**src/rtl/mps_relay_pkg.sv**
```systemverilog
// mps_relay_pkg: shared definitions for the MPS relay sequencer.
//   - on/off sequence state codes produced by the upstream operation FSM
//   - relay bit indices into the ext DO/DI words
//   - sequencer FSM encoding and the target decode helper
package mps_relay_pkg;

  localparam logic [3:0] ON_IDLE          = 4'd0;
  localparam logic [3:0] ON_CLR           = 4'd1;
  localparam logic [3:0] ON_DISCHA_CHK    = 4'd4;
  localparam logic [3:0] ON_DISCHA_DONE   = 4'd5;
  localparam logic [3:0] ON_SLOW_ON       = 4'd6;
  localparam logic [3:0] ON_SLOW_ON_DONE  = 4'd7;
  localparam logic [3:0] ON_DC            = 4'd8;
  localparam logic [3:0] ON_DC_DONE       = 4'd9;
  localparam logic [3:0] ON_MAIN          = 4'd10;
  localparam logic [3:0] ON_MAIN_DONE     = 4'd11;
  localparam logic [3:0] ON_SLOW_OFF      = 4'd12;
  localparam logic [3:0] ON_SLOW_OFF_DONE = 4'd13;
  localparam logic [3:0] ON_SYSTEM_ON     = 4'd14;
  localparam logic [3:0] ON_FAIL          = 4'd15;

  localparam logic [3:0] OFF_IDLE         = 4'd0;
  localparam logic [3:0] OFF_MAIN_OFF     = 4'd1;
  localparam logic [3:0] OFF_DISCHA_ON    = 4'd2;
  localparam logic [3:0] OFF_SYSTEM_OFF   = 4'd3;

  localparam int REL_DC     = 0;
  localparam int REL_MAIN   = 1;
  localparam int REL_SLOW   = 2;
  localparam int REL_DIS    = 3;
  localparam int NUM_RELAYS = 4;

  typedef enum logic [1:0] {
    S_DIS    = 2'd0,
    S_GAP_UP = 2'd1,
    S_CHG    = 2'd2,
    S_GAP_DN = 2'd3
  } seq_state_e;

  typedef struct packed {
    logic dis;
    logic slow;
    logic main;
    logic dc;
  } relay_tgt_t;

  // Undefined codes fall through the range compares like any other value.
  function automatic relay_tgt_t decode_targets(input logic [3:0] on_s,
                                                input logic [3:0] off_s);
    relay_tgt_t t;
    t.dis  = (on_s == ON_IDLE) || (on_s == ON_CLR) || (on_s == ON_FAIL) ||
             (off_s == OFF_DISCHA_ON) || (off_s == OFF_SYSTEM_OFF);
    t.slow = (on_s >= ON_SLOW_ON) && (on_s <= ON_MAIN_DONE);
    t.main = (on_s >= ON_MAIN) && (on_s <= ON_SYSTEM_ON) && (off_s == OFF_IDLE);
    t.dc   = (on_s >= ON_DC) && (on_s <= ON_SYSTEM_ON) &&
             ((off_s == OFF_IDLE) || (off_s == OFF_MAIN_OFF));
    return t;
  endfunction

endpackage

```
**src/rtl/mps_relay_sequencer_if.sv**
```systemverilog
// mps_relay_sequencer_if: state-code inputs, relay feedback and relay
// command/status outputs of the sequencer.
//   master: upstream FSM + plant side (drives codes and feedback)
//   slave : the sequencer
interface mps_relay_sequencer_if;
  logic [3:0]  i_on_state;
  logic [3:0]  i_off_state;
  logic [15:0] i_ext_di;
  logic [15:0] o_ext_do;
  logic [3:0]  o_relay_fault;
  logic [1:0]  o_seq_state;
  logic        o_busy;

  modport master (output i_on_state, i_off_state, i_ext_di,
                  input  o_ext_do, o_relay_fault, o_seq_state, o_busy);
  modport slave  (input  i_on_state, i_off_state, i_ext_di,
                  output o_ext_do, o_relay_fault, o_seq_state, o_busy);
endinterface

```
**src/rtl/relay_fb_monitor.sv**
```systemverilog
// relay_fb_monitor: one-bit relay feedback checker.
//   i_clk, i_rst (async, active-low)
//   i_clr   : synchronous clear of counter and fault
//   i_do    : commanded relay state
//   i_di    : relay feedback
//   o_fault : sticky, set after FB_TIMEOUT continuous mismatch cycles
module relay_fb_monitor
  import mps_relay_pkg::*;
#(
  parameter int unsigned FB_TIMEOUT = 5_000_000
) (
  input  logic i_clk,
  input  logic i_rst,
  input  logic i_clr,
  input  logic i_do,
  input  logic i_di,
  output logic o_fault
);
  localparam logic [31:0] CNT_LAST = 32'(FB_TIMEOUT - 1);

  logic [31:0] cnt_q, cnt_d;
  logic        fault_q, fault_d;

  always_comb begin
    cnt_d   = cnt_q;
    fault_d = fault_q;
    if (i_clr) begin
      cnt_d   = '0;
      fault_d = 1'b0;
    end else if (i_do != i_di) begin
      // Counter parks at the last value; the fault stays set from there on.
      if (cnt_q == CNT_LAST) fault_d = 1'b1;
      else                   cnt_d   = cnt_q + 32'd1;
    end else begin
      cnt_d = '0;
    end
  end

  always_ff @(posedge i_clk or negedge i_rst) begin
    if (!i_rst) begin
      cnt_q   <= '0;
      fault_q <= 1'b0;
    end else begin
      cnt_q   <= cnt_d;
      fault_q <= fault_d;
    end
  end

  assign o_fault = fault_q;
endmodule

```
**src/rtl/mps_relay_sequencer.sv**
```systemverilog
// mps_relay_sequencer: decodes on/off sequence codes into relay commands
// with break-before-make dead time between the discharge relay and the
// charge-path relays (slow, main).
//   i_clk, i_rst (async, active-low)
//   bus.i_on_state/i_off_state : upstream state codes
//   bus.i_ext_di               : relay feedback (bits 3:0)
//   bus.o_ext_do               : relay commands (bits 15:4 zero)
//   bus.o_relay_fault          : sticky feedback faults
//   bus.o_seq_state, o_busy    : debug / gap indication
// Optional: RELAY_FB_CHECK_EN adds per-relay feedback monitors.
module mps_relay_sequencer
  import mps_relay_pkg::*;
#(
  parameter int unsigned DEAD_CYC   = 1000,
  parameter int unsigned FB_TIMEOUT = 5_000_000
) (
  input  logic                  i_clk,
  input  logic                  i_rst,
  mps_relay_sequencer_if.slave  bus
);
  localparam logic [23:0] GAP_LAST = 24'(DEAD_CYC - 1);

  relay_tgt_t tgt;
  logic       fail;
  logic       gap_done;

  seq_state_e state_q, state_d;
  logic [23:0] cnt_q, cnt_d;
  logic [3:0]  do_q, do_d;
  logic        busy_q, busy_d;
  logic [3:0]  fault;

  assign tgt      = decode_targets(bus.i_on_state, bus.i_off_state);
  assign fail     = (bus.i_on_state == ON_FAIL);
  assign gap_done = (cnt_q == GAP_LAST);

  // FAIL forces dis_t, so the normal drop path already sends S_CHG and
  // S_GAP_UP to S_GAP_DN and lets S_GAP_DN keep counting.
  always_comb begin
    state_d       = state_q;
    cnt_d         = cnt_q;
    do_d          = do_q;
    do_d[REL_DC]  = tgt.dc & ~fail;
    unique case (state_q)
      S_DIS: begin
        do_d[REL_DIS]  = 1'b1;
        do_d[REL_MAIN] = 1'b0;
        do_d[REL_SLOW] = 1'b0;
        if (!tgt.dis) begin
          do_d[REL_DIS] = 1'b0;
          cnt_d         = '0;
          state_d       = S_GAP_UP;
        end
      end
      S_GAP_UP: begin
        do_d[3:1] = '0;
        if (tgt.dis) begin
          cnt_d   = '0;
          state_d = S_GAP_DN;
        end else if (gap_done) begin
          // Close on the transition edge so the gap is exactly DEAD_CYC.
          do_d[REL_MAIN] = tgt.main;
          do_d[REL_SLOW] = tgt.slow;
          state_d        = S_CHG;
        end else begin
          cnt_d = cnt_q + 24'd1;
        end
      end
      S_CHG: begin
        do_d[REL_DIS] = 1'b0;
        if (tgt.dis) begin
          do_d[REL_MAIN] = 1'b0;
          do_d[REL_SLOW] = 1'b0;
          cnt_d          = '0;
          state_d        = S_GAP_DN;
        end else begin
          do_d[REL_MAIN] = tgt.main;
          do_d[REL_SLOW] = tgt.slow;
        end
      end
      S_GAP_DN: begin
        do_d[3:1] = '0;
        if (!tgt.dis) begin
          cnt_d   = '0;
          state_d = S_GAP_UP;
        end else if (gap_done) begin
          do_d[REL_DIS] = 1'b1;
          state_d       = S_DIS;
        end else begin
          cnt_d = cnt_q + 24'd1;
        end
      end
      default: begin
        do_d[3:1] = '0;
        cnt_d     = '0;
        state_d   = S_GAP_DN;
      end
    endcase
    busy_d = (state_d == S_GAP_UP) || (state_d == S_GAP_DN);
  end

  always_ff @(posedge i_clk or negedge i_rst) begin
    if (!i_rst) begin
      state_q <= S_GAP_DN;
      cnt_q   <= '0;
      do_q    <= '0;
      busy_q  <= 1'b1;
    end else begin
      state_q <= state_d;
      cnt_q   <= cnt_d;
      do_q    <= do_d;
      busy_q  <= busy_d;
    end
  end

  assign bus.o_ext_do    = {12'b0, do_q};
  assign bus.o_seq_state = state_q;
  assign bus.o_busy      = busy_q;

  logic unused_di_hi;
  assign unused_di_hi = ^bus.i_ext_di[15:4];

`ifdef RELAY_FB_CHECK_EN
  logic fb_clr;
  assign fb_clr = (bus.i_on_state == ON_CLR);

  for (genvar k = 0; k < NUM_RELAYS; k++) begin : g_fb
    relay_fb_monitor #(.FB_TIMEOUT(FB_TIMEOUT)) u_mon (
      .i_clk   (i_clk),
      .i_rst   (i_rst),
      .i_clr   (fb_clr),
      .i_do    (do_q[k]),
      .i_di    (bus.i_ext_di[k]),
      .o_fault (fault[k])
    );
  end
`else
  logic        unused_di_lo;
  logic [31:0] unused_fb_timeout;
  assign unused_di_lo      = ^bus.i_ext_di[3:0];
  assign unused_fb_timeout = FB_TIMEOUT;
  assign fault             = '0;
`endif

  assign bus.o_relay_fault = fault;
endmodule

```
**src/flat_wrapper.sv**
```systemverilog
// flat-port wrapper written by rule: the top's interface ports become plain ports
module mps_relay_sequencer_flat import mps_relay_pkg::*;
#(
  parameter int unsigned DEAD_CYC   = 1000,
  parameter int unsigned FB_TIMEOUT = 5_000_000
)
  (i_clk, i_rst, bus_i_on_state, bus_i_off_state, bus_i_ext_di, bus_o_ext_do, bus_o_relay_fault, bus_o_seq_state, bus_o_busy);
  mps_relay_sequencer_if bus_i ();
  input  logic i_clk;
  input  logic i_rst;
  input wire logic [$bits(bus_i.i_on_state)-1:0] bus_i_on_state;
  input wire logic [$bits(bus_i.i_off_state)-1:0] bus_i_off_state;
  input wire logic [$bits(bus_i.i_ext_di)-1:0] bus_i_ext_di;
  output wire logic [$bits(bus_i.o_ext_do)-1:0] bus_o_ext_do;
  output wire logic [$bits(bus_i.o_relay_fault)-1:0] bus_o_relay_fault;
  output wire logic [$bits(bus_i.o_seq_state)-1:0] bus_o_seq_state;
  output wire logic [$bits(bus_i.o_busy)-1:0] bus_o_busy;
  assign bus_i.i_on_state = bus_i_on_state;
  assign bus_i.i_off_state = bus_i_off_state;
  assign bus_i.i_ext_di = bus_i_ext_di;
  assign bus_o_ext_do = bus_i.o_ext_do;
  assign bus_o_relay_fault = bus_i.o_relay_fault;
  assign bus_o_seq_state = bus_i.o_seq_state;
  assign bus_o_busy = bus_i.o_busy;
  mps_relay_sequencer #(.DEAD_CYC(DEAD_CYC), .FB_TIMEOUT(FB_TIMEOUT)) u_core (.i_clk(i_clk), .i_rst(i_rst), .bus(bus_i));
endmodule
```
**config.mk**
```make
export PLATFORM = sky130hd
export DESIGN_NAME = mps_relay_sequencer_flat
export DESIGN_NICKNAME = d
export VERILOG_FILES = /design/src/rtl/mps_relay_pkg.sv /design/src/rtl/mps_relay_sequencer_if.sv /design/src/rtl/relay_fb_monitor.sv /design/src/rtl/mps_relay_sequencer.sv /design/src/flat_wrapper.sv
export SDC_FILE = /design/constraint.sdc
export NUM_CORES = 1
export LEC_CHECK = 0
export BUFFER_PORTS_ARGS = -buffer_cell sky130_fd_sc_hd__buf_2
export CORE_MARGIN = 2
export CORE_UTILIZATION = 50
export CTS_BUF_LIST = sky130_fd_sc_hd__clkbuf_4
export DETAILED_ROUTE_END_ITERATION = 10
export PLACE_DENSITY = 0.77
export RECOVER_POWER = 25
export SYNTH_ARGS = -nofsm -noshare
export SYNTH_HDL_FRONTEND = slang
export SYNTH_SLANG_ARGS = --single-unit
```
**constraint.sdc**
```tcl
create_clock -name i_clk -period 3.3 [get_ports i_clk]
set_input_delay 0.99 -clock i_clk [delete_from_list [all_inputs] [get_ports i_clk]]
set_output_delay 0.99 -clock i_clk [all_outputs]
set_load 0.1 [all_outputs]
```
==> metrics.yaml <==
cts_tree: "done"
post-cts-setup-buffers: 0
clockBufferDepth: 2
hold-worst-slack_ps: 489
final_layout_size_suffix_gt1_share_pct: 18.2
r2r_end: "u_core.cnt_q[22]"
place_congestion: 0.791
clk_pin_slew_worst_paths_ps: 90
hpwl_um: 2800
worstSkewPairLatency_ps: 340
groute.usage.overall_pct: 19.8
slew_headroom_pct: -10.8
syn_to_final_growth_pct: 4.99
routed_wl_um: 3920
drtPass1Iterations: 4
syn-cell-area_um2: 1930
fmax_mhz: 402
required_ps: 3550
dp_slack_ps: 499
rsz0062_at_grt: "no"
coreArea_um2: 3690
cp_data_arrival_time_ps: 2730
reg2reg_depth: 5
p_leak_nw: 0.933
critPathLaunchType: "input pin"
min_from: "u_core.cnt_q[23]"
postSynthAreaPerCell_um2: 9.37
antenna_found_initial: 0
slew_violations: 32
synth_cell_type_count: 51
min_period_ps: 2490
cts.sinks: 31
synth_area_leaders: "dfrtp_1 (36%), buf_4 (7.0%), a31oi_1 (4.2%)"
cts_resized: 0
overflow: 0
synth_flop_cell: "dfrtp_1"
status: "complete, but fails checks"
grt_pass1_wl_um: 6550
drc: 0
fin_util_pct: 54.9
min_period_over_period_pct: 75.3
drtIter0Drc: 126
grt_max_degree: 32
fin_ws_ps: 814
grt_pass1_vias: 1455
cp_max_fo: 25
synth_area_leader_cell: "dfrtp_1"
ys_warn_count: 0
syn_inst: 206
seq_area_frac_synth_pct: 40.4
worst_clock_skew_ps: 15.6
synth_top_area_share_pct: 36.3
io_buffers: 16
timing.rr.start: "u_core.cnt_q[0]"
die_y_um: 66.1
core.rowCount: 22
ctsHtreeMaxLevel: 2
fin_nets: 251
final_common_cell: "dfrtp_1"
max_cap_violations: 1
violations: "max-capacitance violations, max-slew violations"
wl_per_cell_um: 14.4
holdPathEnd: "u_core.cnt_q[23]"
ys_ff_latch: 31
worstSetupEndpointType: "flip-flop"
cpMaxStageDelayCell: "a221o_1"
synth_edf_count: 0
power.total_w: 0.000841
cellPowerDensity_nw_per_um2: 415
clockRootBuffer: "clkbuf_4"
crit_family: "compound AO/OA/AOI/OAI gates"
num_io_pins: 49
worst_pin_slew_ps: 1660
layout_common_cells: "dfrtp_1 (28), nand2_1 (18), conb_1 (16)"
worstPathCellList: "buf_2 -> nor2_1 -> a221o_1 -> mux2i_4 -> buf_4 -> buf_4 -> a31oi_1 -> a31oi_1"
cts-hold-fix-buffers: 0
setup_violations: 0
rrSetupSlack_ps: 1210
path_class: "input pin to flip-flop"
max-vdd-ir-drop_mv: 0.173
async_flop_share_pct: 100
vias_per_cell: 5.81
min_path_cells: 1
start_util_pct: 52.3
antenna_cells: 0
cp_num_buf_inv: 3
cts_buffers: 5
vias: 1586
dieArea_um2: 4370
tns_ps: 0
hold_path_class: "flip-flop to flip-flop"
final_antenna_net_count: 0
die_w_um: 66.1
hold_violations: 0
critPathMaxStageDelay_ps: 400
[stage by stage]
stage	instances	cell area [um^2]
6_report	273	2030
5_1_grt	273	2030
4_1_cts	273	2030
3_5_place_dp	265	1970
3_3_place_gp	265	1970
2_1_floorplan	221	1990
[worst max-delay path by stage]
| stage | startpoint | end | slack [ps] | cells past startpoint |
|---|---|---|---|---|
| 6_report | bus_i_off_state[3] | u_core.cnt_q[22] | 810 | 8 |
| 4_1_cts | bus_i_off_state[3] | u_core.cnt_q[22] | 820 | 8 |
| 5_1_grt | bus_i_off_state[3] | u_core.cnt_q[3] | 660 | 8 |
| 3_3_place_gp | bus_i_on_state[2] | u_core.cnt_q[23] | 530 | 8 |
| 3_5_place_dp | bus_i_off_state[3] | u_core.cnt_q[23] | 500 | 8 |
| 2_1_floorplan | bus_i_on_state[2] | u_core.cnt_q[18] | 890 | 6 |
[cells by family after synthesis]
| group | after synthesis | synth area share (%) |
|---|---|---|
| DFF | 31 | 40.4 |
| xor gates and xnor gates | 3 | 1.36 |
| AOI/OAI and AO/OA | 48 | 16.3 |
| adders and majority gates | 1 | 0.648 |
| buffers and inverters | 29 | 10.4 |
| other | 1 | 0.194 |
| muxes | 6 | 4.15 |
| and+or+nand+nor | 87 | 26.5 |
[cell usage after synthesis (2+ instances only)]
cell and number:
and4_1 3, a221o_1 5, nand2b_1 4, dfstp_2 3
a21o_1 2, nor4_1 5, or3_1 2, o21ai_0 9
and2_1 2, buf_6 3, nand4_1 5, nand2_1 18
mux2_2 2, buf_4 18, and3_1 11, buf_2 2
nor2_1 9, nand3_1 14, or2_2 2, dfrtp_1 28
nor3_1 3, inv_1 5, xor2_1 2, a31oi_1 13
a21oi_1 9, mux2i_1 2
[routing by layer]
metal	track usage (%)	share of wire, %	vias to the layer above	routed length, um
met2	33.1	49	25	1900
met4	9.69	1.6	0	61
met1	23.7	47	776	1830
li1	-	-	779	-
met3	4.60	3.2	6	124
met5	0	0	-	0
[sequential cells by signal, indices dropped and copies added (netlist names)]
signal / flops
u_core.bus.o_busy: 1
u_core.cnt_q: 24
u_core.do_q: 4
u_core.bus.o_seq_state: 2
[final cells by class]
type	instances	area, um^2
clock buffer	6	45.0
sequential	31	779
clock inverter	2	8.76
inverter	5	18.8
fill	333	1660
multi-input combinational	161	1000
timing repair buffer	20	109
tap	48	60.1
[report_power, final]
part           switching (W)  leakage [nW]  internal [W]  total [W]
Sequential         0.0000239         0.419      0.000399   0.000423
Clock               0.000131        0.0331     0.0000881   0.000219
Combinational       0.000151         0.482     0.0000468   0.000198
[worst register-to-register path: cells and delay by family (launching register included)]
family                   cells  cell delay (ps)
AND/OR/NAND/NOR              2              970
flip-flops                   1              410
AO/OA/AOI/OAI                2              400
adder cells (fa/ha/maj)      1              230
Power figures use the tool's default switching activity.
